$ cat src/rtl/agp32_mem_pkg.sv
// Shared types and constants for the agp32 memory-side controller.
package agp32_mem_pkg;

  // Processor command encoding; values 5..7 are illegal.
  typedef enum logic [2:0] {
    CMD_NOP       = 3'd0,
    CMD_FETCH     = 3'd1,
    CMD_READ      = 3'd2,
    CMD_WRITE     = 3'd3,
    CMD_INTERRUPT = 3'd4
  } cmd_e;

  // Sticky error codes reported on the error port.
  typedef enum logic [1:0] {
    ERR_NONE    = 2'd0,
    ERR_ILLEGAL = 2'd1,
    ERR_RANGE   = 2'd2
  } err_e;

  // Controller states.
  typedef enum logic [2:0] {
    ST_INIT       = 3'd0,
    ST_IDLE       = 3'd1,
    ST_RD_WAIT    = 3'd2,
    ST_RD_CAP     = 3'd3,
    ST_WR         = 3'd4,
    ST_FETCH_WAIT = 3'd5,
    ST_FETCH_CAP  = 3'd6,
    ST_ERR        = 3'd7
  } state_e;

  // Instruction the pipeline sees before the first real fetch.
  localparam logic [31:0] AGP32_NOP_INSTR = 32'd63;

endpackage

$ cat src/rtl/agp32_mem_ctrl.sv
// Memory-side controller for the agp32 pipeline. It serves FETCH, INTERRUPT,
// READ and WRITE commands against a single-port synchronous RAM with a
// 1-cycle read latency. Every command finishes with a refetch at the current
// PC, so inst_rdata stays coherent with self-modifying stores.
module agp32_mem_ctrl
  import agp32_mem_pkg::*;
#(
  parameter int ADDR_W      = 16,
  parameter int INIT_CYCLES = 4
) (
  input  logic              clk,
  input  logic              rst,
  input  logic [2:0]        command,
  input  logic [31:0]       PC,
  input  logic [31:0]       data_addr,
  input  logic [31:0]       data_wdata,
  input  logic [3:0]        data_wstrb,
  output logic              ready,
  output logic [31:0]       data_rdata,
  output logic [31:0]       inst_rdata,
  output logic              mem_start_ready,
  output logic [1:0]        error,
  output logic [ADDR_W-1:0] ram_addr,
  output logic [3:0]        ram_we,
  output logic [31:0]       ram_wdata,
  input  logic [31:0]       ram_rdata
);

  localparam int CNT_W = (INIT_CYCLES > 1) ? $clog2(INIT_CYCLES) : 1;
  localparam logic [CNT_W-1:0] CNT_LAST = CNT_W'(INIT_CYCLES - 1);

  state_e            state_q, state_d;
  logic [CNT_W-1:0]  cnt_q, cnt_d;
  logic              ready_q, ready_d;
  logic              msr_q, msr_d;
  err_e              error_q, error_d;
  logic [31:0]       data_rdata_q, data_rdata_d;
  logic [31:0]       inst_rdata_q, inst_rdata_d;
  logic [ADDR_W-1:0] ram_addr_q, ram_addr_d;
  logic [3:0]        ram_we_q, ram_we_d;
  logic [31:0]       ram_wdata_q, ram_wdata_d;

  // Word addresses derived from the byte addresses; the low two bits are
  // ignored because byte placement is handled upstream through the strobes.
  logic [ADDR_W-1:0] pc_word;
  logic [ADDR_W-1:0] data_word;
  logic [31:0]       data_addr_hi;
  logic              data_out_of_range;

  assign pc_word           = PC[ADDR_W+1:2];
  assign data_word         = data_addr[ADDR_W+1:2];
  assign data_addr_hi      = data_addr >> (ADDR_W + 2);
  assign data_out_of_range = |data_addr_hi;

  // PC bits above the RAM window and the byte offsets play no part.
  logic unused_addr_bits;
  assign unused_addr_bits = &{1'b0, PC[31:ADDR_W+2], PC[1:0], data_addr[1:0]};

  // Next-state and next-output logic for the controller FSM and init counter.
  always_comb begin
    state_d      = state_q;
    cnt_d        = cnt_q;
    ready_d      = ready_q;
    msr_d        = msr_q;
    error_d      = error_q;
    data_rdata_d = data_rdata_q;
    inst_rdata_d = inst_rdata_q;
    ram_addr_d   = ram_addr_q;
    ram_we_d     = ram_we_q;
    ram_wdata_d  = ram_wdata_q;

    case (state_q)
      ST_INIT: begin
        if (cnt_q == CNT_LAST) begin
          state_d = ST_IDLE;
          ready_d = 1'b1;
          msr_d   = 1'b1;
        end else begin
          cnt_d = cnt_q + 1'b1;
        end
      end

      ST_IDLE: begin
        if (ready_q && (command != CMD_NOP)) begin
          ready_d = 1'b0;
          case (command)
            CMD_FETCH, CMD_INTERRUPT: begin
              ram_addr_d = pc_word;
              state_d    = ST_FETCH_WAIT;
            end
            CMD_READ: begin
              if (data_out_of_range) begin
                error_d = ERR_RANGE;
                state_d = ST_ERR;
              end else begin
                ram_addr_d = data_word;
                state_d    = ST_RD_WAIT;
              end
            end
            CMD_WRITE: begin
              if (data_out_of_range) begin
                error_d = ERR_RANGE;
                state_d = ST_ERR;
              end else begin
                ram_addr_d  = data_word;
                ram_we_d    = data_wstrb;
                ram_wdata_d = data_wdata;
                state_d     = ST_WR;
              end
            end
            default: begin
              error_d = ERR_ILLEGAL;
              state_d = ST_ERR;
            end
          endcase
        end
      end

      // RAM samples the read address on this edge.
      ST_RD_WAIT: state_d = ST_RD_CAP;

      // Read data is on ram_rdata; capture it and issue the PC refetch.
      ST_RD_CAP: begin
        data_rdata_d = ram_rdata;
        ram_addr_d   = pc_word;
        state_d      = ST_FETCH_WAIT;
      end

      // RAM performs the write on this edge; then refetch at PC.
      ST_WR: begin
        ram_we_d   = 4'b0000;
        ram_addr_d = pc_word;
        state_d    = ST_FETCH_WAIT;
      end

      ST_FETCH_WAIT: state_d = ST_FETCH_CAP;

      ST_FETCH_CAP: begin
        inst_rdata_d = ram_rdata;
        ready_d      = 1'b1;
        state_d      = ST_IDLE;
      end

      // Terminal state: only reset leaves it.
      ST_ERR: begin
        ready_d  = 1'b0;
        ram_we_d = 4'b0000;
      end

      default: state_d = ST_ERR;
    endcase
  end

  // State and registered outputs; reset clears everything asynchronously so
  // an in-flight write enable drops at once.
  always_ff @(posedge clk or posedge rst) begin
    if (rst) begin
      state_q      <= ST_INIT;
      cnt_q        <= '0;
      ready_q      <= 1'b0;
      msr_q        <= 1'b0;
      error_q      <= ERR_NONE;
      data_rdata_q <= 32'd0;
      inst_rdata_q <= AGP32_NOP_INSTR;
      ram_addr_q   <= '0;
      ram_we_q     <= 4'b0000;
      ram_wdata_q  <= 32'd0;
    end else begin
      state_q      <= state_d;
      cnt_q        <= cnt_d;
      ready_q      <= ready_d;
      msr_q        <= msr_d;
      error_q      <= error_d;
      data_rdata_q <= data_rdata_d;
      inst_rdata_q <= inst_rdata_d;
      ram_addr_q   <= ram_addr_d;
      ram_we_q     <= ram_we_d;
      ram_wdata_q  <= ram_wdata_d;
    end
  end

  assign ready           = ready_q;
  assign mem_start_ready = msr_q;
  assign error           = error_q;
  assign data_rdata      = data_rdata_q;
  assign inst_rdata      = inst_rdata_q;
  assign ram_addr        = ram_addr_q;
  assign ram_we          = ram_we_q;
  assign ram_wdata       = ram_wdata_q;

endmodule

$ cat config.mk
export PLATFORM = sky130hd
export DESIGN_NAME = agp32_mem_ctrl
export DESIGN_NICKNAME = d
export VERILOG_FILES = /design/src/rtl/agp32_mem_pkg.sv /design/src/rtl/agp32_mem_ctrl.sv
export SDC_FILE = /design/constraint.sdc
export NUM_CORES = 1
export LEC_CHECK = 0
export ABC_AREA = 0
export ABC_CLOCK_PERIOD_IN_PS = 4400
export CAP_MARGIN = 20
export CORE_MARGIN = 2
export CORE_UTILIZATION = 37
export CTS_CLUSTER_DIAMETER = 200
export DETAILED_ROUTE_END_ITERATION = 10
export HOLD_SLACK_MARGIN = 0.06
export PLACE_DENSITY = 0.77
export SLEW_MARGIN = 20
export SYNTH_ARGS = -nofsm -noshare
export SYNTH_HDL_FRONTEND = slang
export SYNTH_SLANG_ARGS = --single-unit
$ cat constraint.sdc
create_clock -name clk -period 4.4 [get_ports clk]
set_clock_uncertainty 0.15 [all_clocks]
set_input_delay 1.1 -clock clk [delete_from_list [all_inputs] [get_ports clk]]
set_output_delay 1.1 -clock clk [all_outputs]
set_load 0.02 [all_outputs]
==> flow_metrics.tcl, run 1 <==
set metrics [dict create \
    status "complete, no violations" \
    slowest_stage "clkdlybuf4s50_1" \
    path_clk_slew_ps 50 \
    h-tree-depth 4 \
    final_antenna_net_count 0 \
    n_fill_cell 1114 \
    dp_hpwl_mm 9.26 \
    rsz0062_at_grt "no" \
    firstDrtPassIters 4 \
    ctsResizeCount 0 \
    routed_via_density 4.80 \
    synth-seq-area-share_pct 58.8 \
    cp-startpoint "command[2]" \
    ios 257 \
    cts_max_path_buffers 2 \
    min_to "mem_start_ready$_DFFE_PP0P_" \
    worstReg2RegStart "state_q[0]$_DFFE_PP0P_" \
    hold_buffers 0 \
    syn-instance-count 339 \
    post_drt_wl_per_cell_microns 16.3 \
    max_freq_mhz 319 \
    diodes 0 \
    clkSinkCount 125 \
    yosysUniqueCellTypes 43 \
    leakage_nw 3.57 \
    fin_crit_ps 3140 \
    post-place-ws_ps 851 \
    ys_warn_count 0 \
    grt_pass1_vias 3974 \
    grt_pass1_wl_mm 19.3 \
    worst-path-max-fanout 16 \
    setup_viol 0 \
    hp-start "mem_start_ready$_DFFE_PP0P_" \
    die_h_microns 124 \
    drv_slew 0 \
    r2r_end "ram_wdata[30]$_DFFE_PP0P_" \
    hold_violations 0 \
    area_delta_synth_final_pct 58.5 \
    syn_area_per_cell_sq_um 15.7 \
    slowest_delay_ps 550 \
    worstSetupEndpointType "flop" \
    die-area_sq_um 15400 \
    finalNonFillerCells 779 \
    ff2ff_path_depth 5 \
    grt_usage_pct 16.6 \
    nNetsFinal 726 \
    postCtsSetupBuffers 0 \
    start_util_pct 38.1 \
    timing.final.crit_share_pct 71.3 \
    r2r_setup_slack_ps 1950 \
    drt_iter0_markers 131 \
    fp-row-count 43 \
    ys_ff_latch 125 \
    min_path_type "flop to flop" \
    cts_tree "yes" \
    p_per_area_nw_per_um2 574 \
    start_kind "input port" \
    max_slew_margin_pct 46.0 \
    cp.required_ps 4540 \
    crit_chain "clkdlybuf4s50_1 -> nor4b_1 -> nand4_1 -> a2bb2oi_4 -> mux2_2" \
    cp_data_arrival_time_ps 3270 \
    place_inst 749 \
    worst_slack_ps 1260 \
    grt_start_max_net_pins 64 \
    vias 3736 \
    port_buffers 238 \
    antenna_found_initial 0 \
    clk_latency_ps 410 \
    synth_area_sq_um 5330 \
    wl_mm 12.7 \
    cts_buffers 17 \
    holdPathStages 1 \
    drc 0 \
    drv_cap 0 \
    root_buffer "clkbuf_16" \
    worst_pin_slew_ps 809 \
    die_w_microns 124 \
    critical-path-top-delay-family "simple AND/OR/NAND/NOR gates" \
    tns_ps 0 \
    setup.worst_path.class "input port to flop" \
    overflow 0 \
    irDropWorstVdd_mv 0.373 \
    synth_nets 477 \
    layout-drive-gt1-share_pct 29.2 \
    cp.buffers_inverters 1 \
    finalWeightedCongestion 0.766 \
    core_area_sq_um 14000 \
]
routing by layer:
metal | vias up | GRT usage [%] | part of all wire [%]
li1 | 1710 | - | -
met1 | 1868 | 18.2 | 38
met2 | 139 | 28.7 | 52
met3 | 19 | 6.64 | 8.1
met4 | 0 | 6.46 | 1.9
met5 | - | 0 | 0
area by class of cell:
type	count	area, sq um	area share, %
flip-flops and latches	125	3140	37.1
repair buffers	245	2450	29.0
multi-input cells	196	2070	24.5
clock buffers	23	468	5.54
well taps	180	225	2.67
clock inverters	7	90.1	1.07
inverters	3	15.0	0.178
through the flow:
stage	hold slack, ps	instance area, sq um	util (%)	power (mW)
after floorplan	298	5340	-	2.57
after global placement	300	7890	56.4	3.52
after detailed placement	301	7890	56.4	3.57
after CTS	326	8450	60.4	4.92
after global routing	335	8450	60.4	5.09
final	323	8450	60.4	4.85
worst max-delay path by stage:
stage                     depth (start not counted)                        end  slack, ps
final                                             5   ram_addr[14]$_DFFE_PP0P_       1260
after CTS                                         5   ram_addr[14]$_DFFE_PP0P_       1280
after detailed placement                          5   ram_addr[14]$_DFFE_PP0P_        850
after floorplan                                   5  ram_wdata[10]$_DFFE_PP0P_       1570
after global placement                            6  ram_wdata[27]$_DFFE_PP0P_        890
after global routing                              5   ram_addr[10]$_DFFE_PP0P_       1130
report_power, final:
part / leakage (nW) / internal [mW] / total (mW) / switching [mW]
Clock: 0.269 / 0.853 / 1.32 / 0.462
Sequential: 1.54 / 1.55 / 1.74 / 0.190
Combinational: 1.76 / 0.992 / 1.79 / 0.800
Total: 3.57 / 3.40 / 4.85 / 1.45
registers in the layout, indices dropped and copies added, names as in the netlist:
name             count
data_rdata          32
inst_rdata          32
ram_wdata           32
ram_addr            16
ram_we               4
state_q              3
cnt_q                2
error                2
mem_start_ready      1
ready                1
Yosys cell counts, drive strengths merged:
cell	number	area [sq um]
a311oi	1	8.76
a21o	2	15.0
nand3b	2	18.8
nand2b	2	12.5
nor2b	1	6.26
dfstp	6	158
clkbuf	2	7.51
o21a	1	7.51
inv	3	11.3
nand4	2	18.8
mux2	129	1550
nor4	3	63.8
nor3	2	21.3
nor4b	1	8.76
buf	13	108
o211ai	1	7.51
o31ai	2	15.0
nor3b	4	40.0
ha	1	12.5
xor2	1	8.76
xnor2	3	26.3
or3	1	6.26
nand3	1	5.00
nand2	16	60.1
mux2i	4	40.0
dfrtp	119	2980
nor2	5	18.8
o221ai	1	8.76
a21oi	3	15.0
o21ai	2	10.0
o31a	1	8.76
o211a	2	20.0
a2bb2oi	2	35.0
cell families (layout without fill, tap and decap cells):
| family | after synthesis | after routing | share of synthesized area, % |
|---|---|---|---|
| multiplexers | 133 | 133 | 29.8 |
| flip-flops | 125 | 125 | 58.8 |
| AND/OR/NAND/NOR | 40 | 40 | 5.26 |
| AO/OA/AOI/OAI | 18 | 18 | 2.84 |
| buffers and inverters | 18 | 278 | 2.37 |
| XOR/XNOR | 4 | 4 | 0.657 |
| adder cells (fa/ha/maj) | 1 | 1 | 0.235 |
placed cells by master, fill, tap and decap left out, types with 3 or more instances in the layout:
cell type,count
nand2_1,16
clkbuf_16,17
mux2_4,26
nor4_4,3
dfrtp_1,119
xnor2_1,3
mux2_2,100
nor2_1,5
buf_4,6
mux2i_1,4
mux2_1,3
clkbuf_1,4
a21oi_1,3
clkdlybuf4s50_1,238
clkinvlp_4,3
dfstp_2,6
clkinv_2,3
Note: power is estimated with default switching activity, not from simulation.
==> run 2, diff against run 1 <==
--- a/config.mk
+++ b/config.mk
@@ -6,7 +6,7 @@
 export NUM_CORES = 1
 export LEC_CHECK = 0
 export ABC_AREA = 0
-export ABC_CLOCK_PERIOD_IN_PS = 4400
+export ABC_CLOCK_PERIOD_IN_PS = 2700
 export CAP_MARGIN = 20
 export CORE_MARGIN = 2
 export CORE_UTILIZATION = 37
==> constraint.sdc (replaced) <==
create_clock -name clk -period 2.7 [get_ports clk]
set_clock_uncertainty 0.15 [all_clocks]
set_input_delay 0.675 -clock clk [delete_from_list [all_inputs] [get_ports clk]]
set_output_delay 0.675 -clock clk [all_outputs]
set_load 0.02 [all_outputs]
==> run 2 against run 1 <==
  * Sequential share of layout area down 0.79 points
  * Clock-buffer cell count down 6
  * First-iteration DRC count up 1.5%
  * Highest routed layer unchanged
  * Core utilization up 1.3 points
  * Via count up 0.70%
  * Largest cell class unchanged
  * Design area up 2.2%
  * Hold slack better by 2.3 ps
  * Sequential cell count unchanged
  * Sequential power up 63%
  * Non-clock buffer count up 11
  * Critical path depth up 1
  * Clock power up 80%
==> flow_metrics.tcl, run 2 (synthesized netlist as in run 1, its figures left out) <==
set metrics [dict create \
    nNetsFinal 737 \
    routed_via_density 4.75 \
    port_buffers 238 \
    ff2ff_path_depth 5 \
    min_path_type "flop to flop" \
    cts_max_path_buffers 2 \
    clkSinkCount 125 \
    layout_common_cells "238 x clkdlybuf4s50_1, 119 x dfrtp_1, 100 x mux2_2" \
    drc 0 \
    fin_crit_ps 2490 \
    path_clk_slew_ps 50 \
    drv_slew 0 \
    drv_cap 0 \
    vias 3762 \
    dp_hpwl_mm 9.48 \
    drt_iter0_markers 133 \
    worst_pin_slew_ps 512 \
    p_per_area_nw_per_um2 944 \
    max_freq_mhz 402 \
    setup.worst_path.class "input port to flop" \
    rsz0062_at_grt "no" \
    layout-drive-gt1-share_pct 31.4 \
    timing.final.crit_share_pct 92.2 \
    cts_buffers 17 \
    max_slew_margin_pct 65.9 \
    irDropWorstVdd_mv 0.531 \
    antenna_found_initial 0 \
    worstReg2RegStart "state_q[0]$_DFFE_PP0P_" \
    r2r_end "ram_wdata[29]$_DFFE_PP0P_" \
    grt_start_max_net_pins 67 \
    area_delta_synth_final_pct 61.9 \
    die-area_sq_um 15400 \
    hold_buffers 0 \
    layout_commonest_cell "clkdlybuf4s50_1" \
    cp.required_ps 2840 \
    worst-path-max-fanout 8 \
    cts_tree "yes" \
    hold_violations 0 \
    start_util_pct 38.1 \
    fp-row-count 43 \
    tns_ps 0 \
    crit_end "ram_addr[10]$_DFFE_PP0P_" \
    post_drt_wl_per_cell_microns 16.4 \
    grt_usage_pct 16.9 \
    cp-startpoint "command[1]" \
    n_fill_cell 1083 \
    die_w_microns 124 \
    h-tree-depth 4 \
    firstDrtPassIters 4 \
    postCtsSetupBuffers 0 \
    start_kind "input port" \
    status "complete, no violations" \
    die_h_microns 124 \
    clk_latency_ps 410 \
    grt_pass1_wl_mm 19.7 \
    grt_pass1_vias 3950 \
    diodes 0 \
    ctsResizeCount 0 \
    finalWeightedCongestion 0.782 \
    hold_ws_ps 325 \
    r2r_setup_slack_ps 460 \
    holdPathStages 1 \
    root_buffer "clkbuf_16" \
    ios 257 \
    wl_mm 13.0 \
    core_area_sq_um 14000 \
    final_antenna_net_count 0 \
    worstSetupEndpointType "flop" \
    setup_viol 0 \
    cp_data_arrival_time_ps 2630 \
    leakage_nw 3.66 \
    overflow 0 \
]
run 2: cell types whose count changed in the layout (fill, tap and decap cells not counted):
cell	before	now
buf_12	1	4
buf_4	6	14
bufinv_16	2	4
clkbuf_1	4	0
clkbuf_8	2	0
clkinv_2	3	5
clkinv_4	0	2
inv_6	0	2
run 2: how the worst min path moves through the flow:
| stage | end | start | slack, ps |
|---|---|---|---|
| 5_1_grt | cnt_q[0]$_DFFE_PP0P_ | cnt_q[0]$_DFFE_PP0P_ | 340 |
| 2_1_floorplan | cnt_q[0]$_DFFE_PP0P_ | cnt_q[0]$_DFFE_PP0P_ | 300 |
| 3_5_place_dp | mem_start_ready$_DFFE_PP0P_ | mem_start_ready$_DFFE_PP0P_ | 310 |
| 4_1_cts | mem_start_ready$_DFFE_PP0P_ | mem_start_ready$_DFFE_PP0P_ | 330 |
| 6_report | mem_start_ready$_DFFE_PP0P_ | mem_start_ready$_DFFE_PP0P_ | 330 |
| 3_3_place_gp | mem_start_ready$_DFFE_PP0P_ | mem_start_ready$_DFFE_PP0P_ | 300 |
run 2: stage by stage:
stage               worst slack, ps  power, mW  instance area [sq um]  std cells  utilization (%)
global placement               -120       5.74                   8010        760             57.3
CTS                             231       8.26                   8630        792             61.7
finish                          212       8.15                   8630        792             61.7
global route                   89.6       8.53                   8630        792             61.7
detailed placement             -145       5.84                   8010        760             57.3
floorplan                       299       4.19                   5340        339                -
run 2: final cells by class:
type / count / area [sq um] / share of cell area (%)
Sequential cell: 125 / 3140 / 36.3
Timing Repair Buffer: 256 / 2570 / 29.7
Multi-Input combinational cell: 196 / 2070 / 24.0
Clock buffer: 17 / 425 / 4.93
Tap cell: 180 / 225 / 2.61
Clock inverter: 15 / 195 / 2.26
Inverter: 3 / 15.0 / 0.174
run 2: where the power goes:
group          total, mW  internal [mW]  leakage [nW]  switching (mW)
combinational       2.94           1.62          1.83            1.31
clock               2.37           1.54         0.303           0.831
sequential          2.84           2.53          1.54           0.313
run 2: critical path, cell delays in order:
cell and delay, ps:
clkdlybuf4s50_1 620, nor4b_1 310, nand4_1 250, a2bb2oi_4 220
buf_4 200, mux2_2 350
run 2: metal layers:
metal  up-vias  GRT usage, %  share of wire, %
met2       133          30.9                52
met4         0          6.60               1.7
li1       1733             -                 -
met1      1877          17.5                39
met5         -             0                 0
met3        19          6.00               7.4
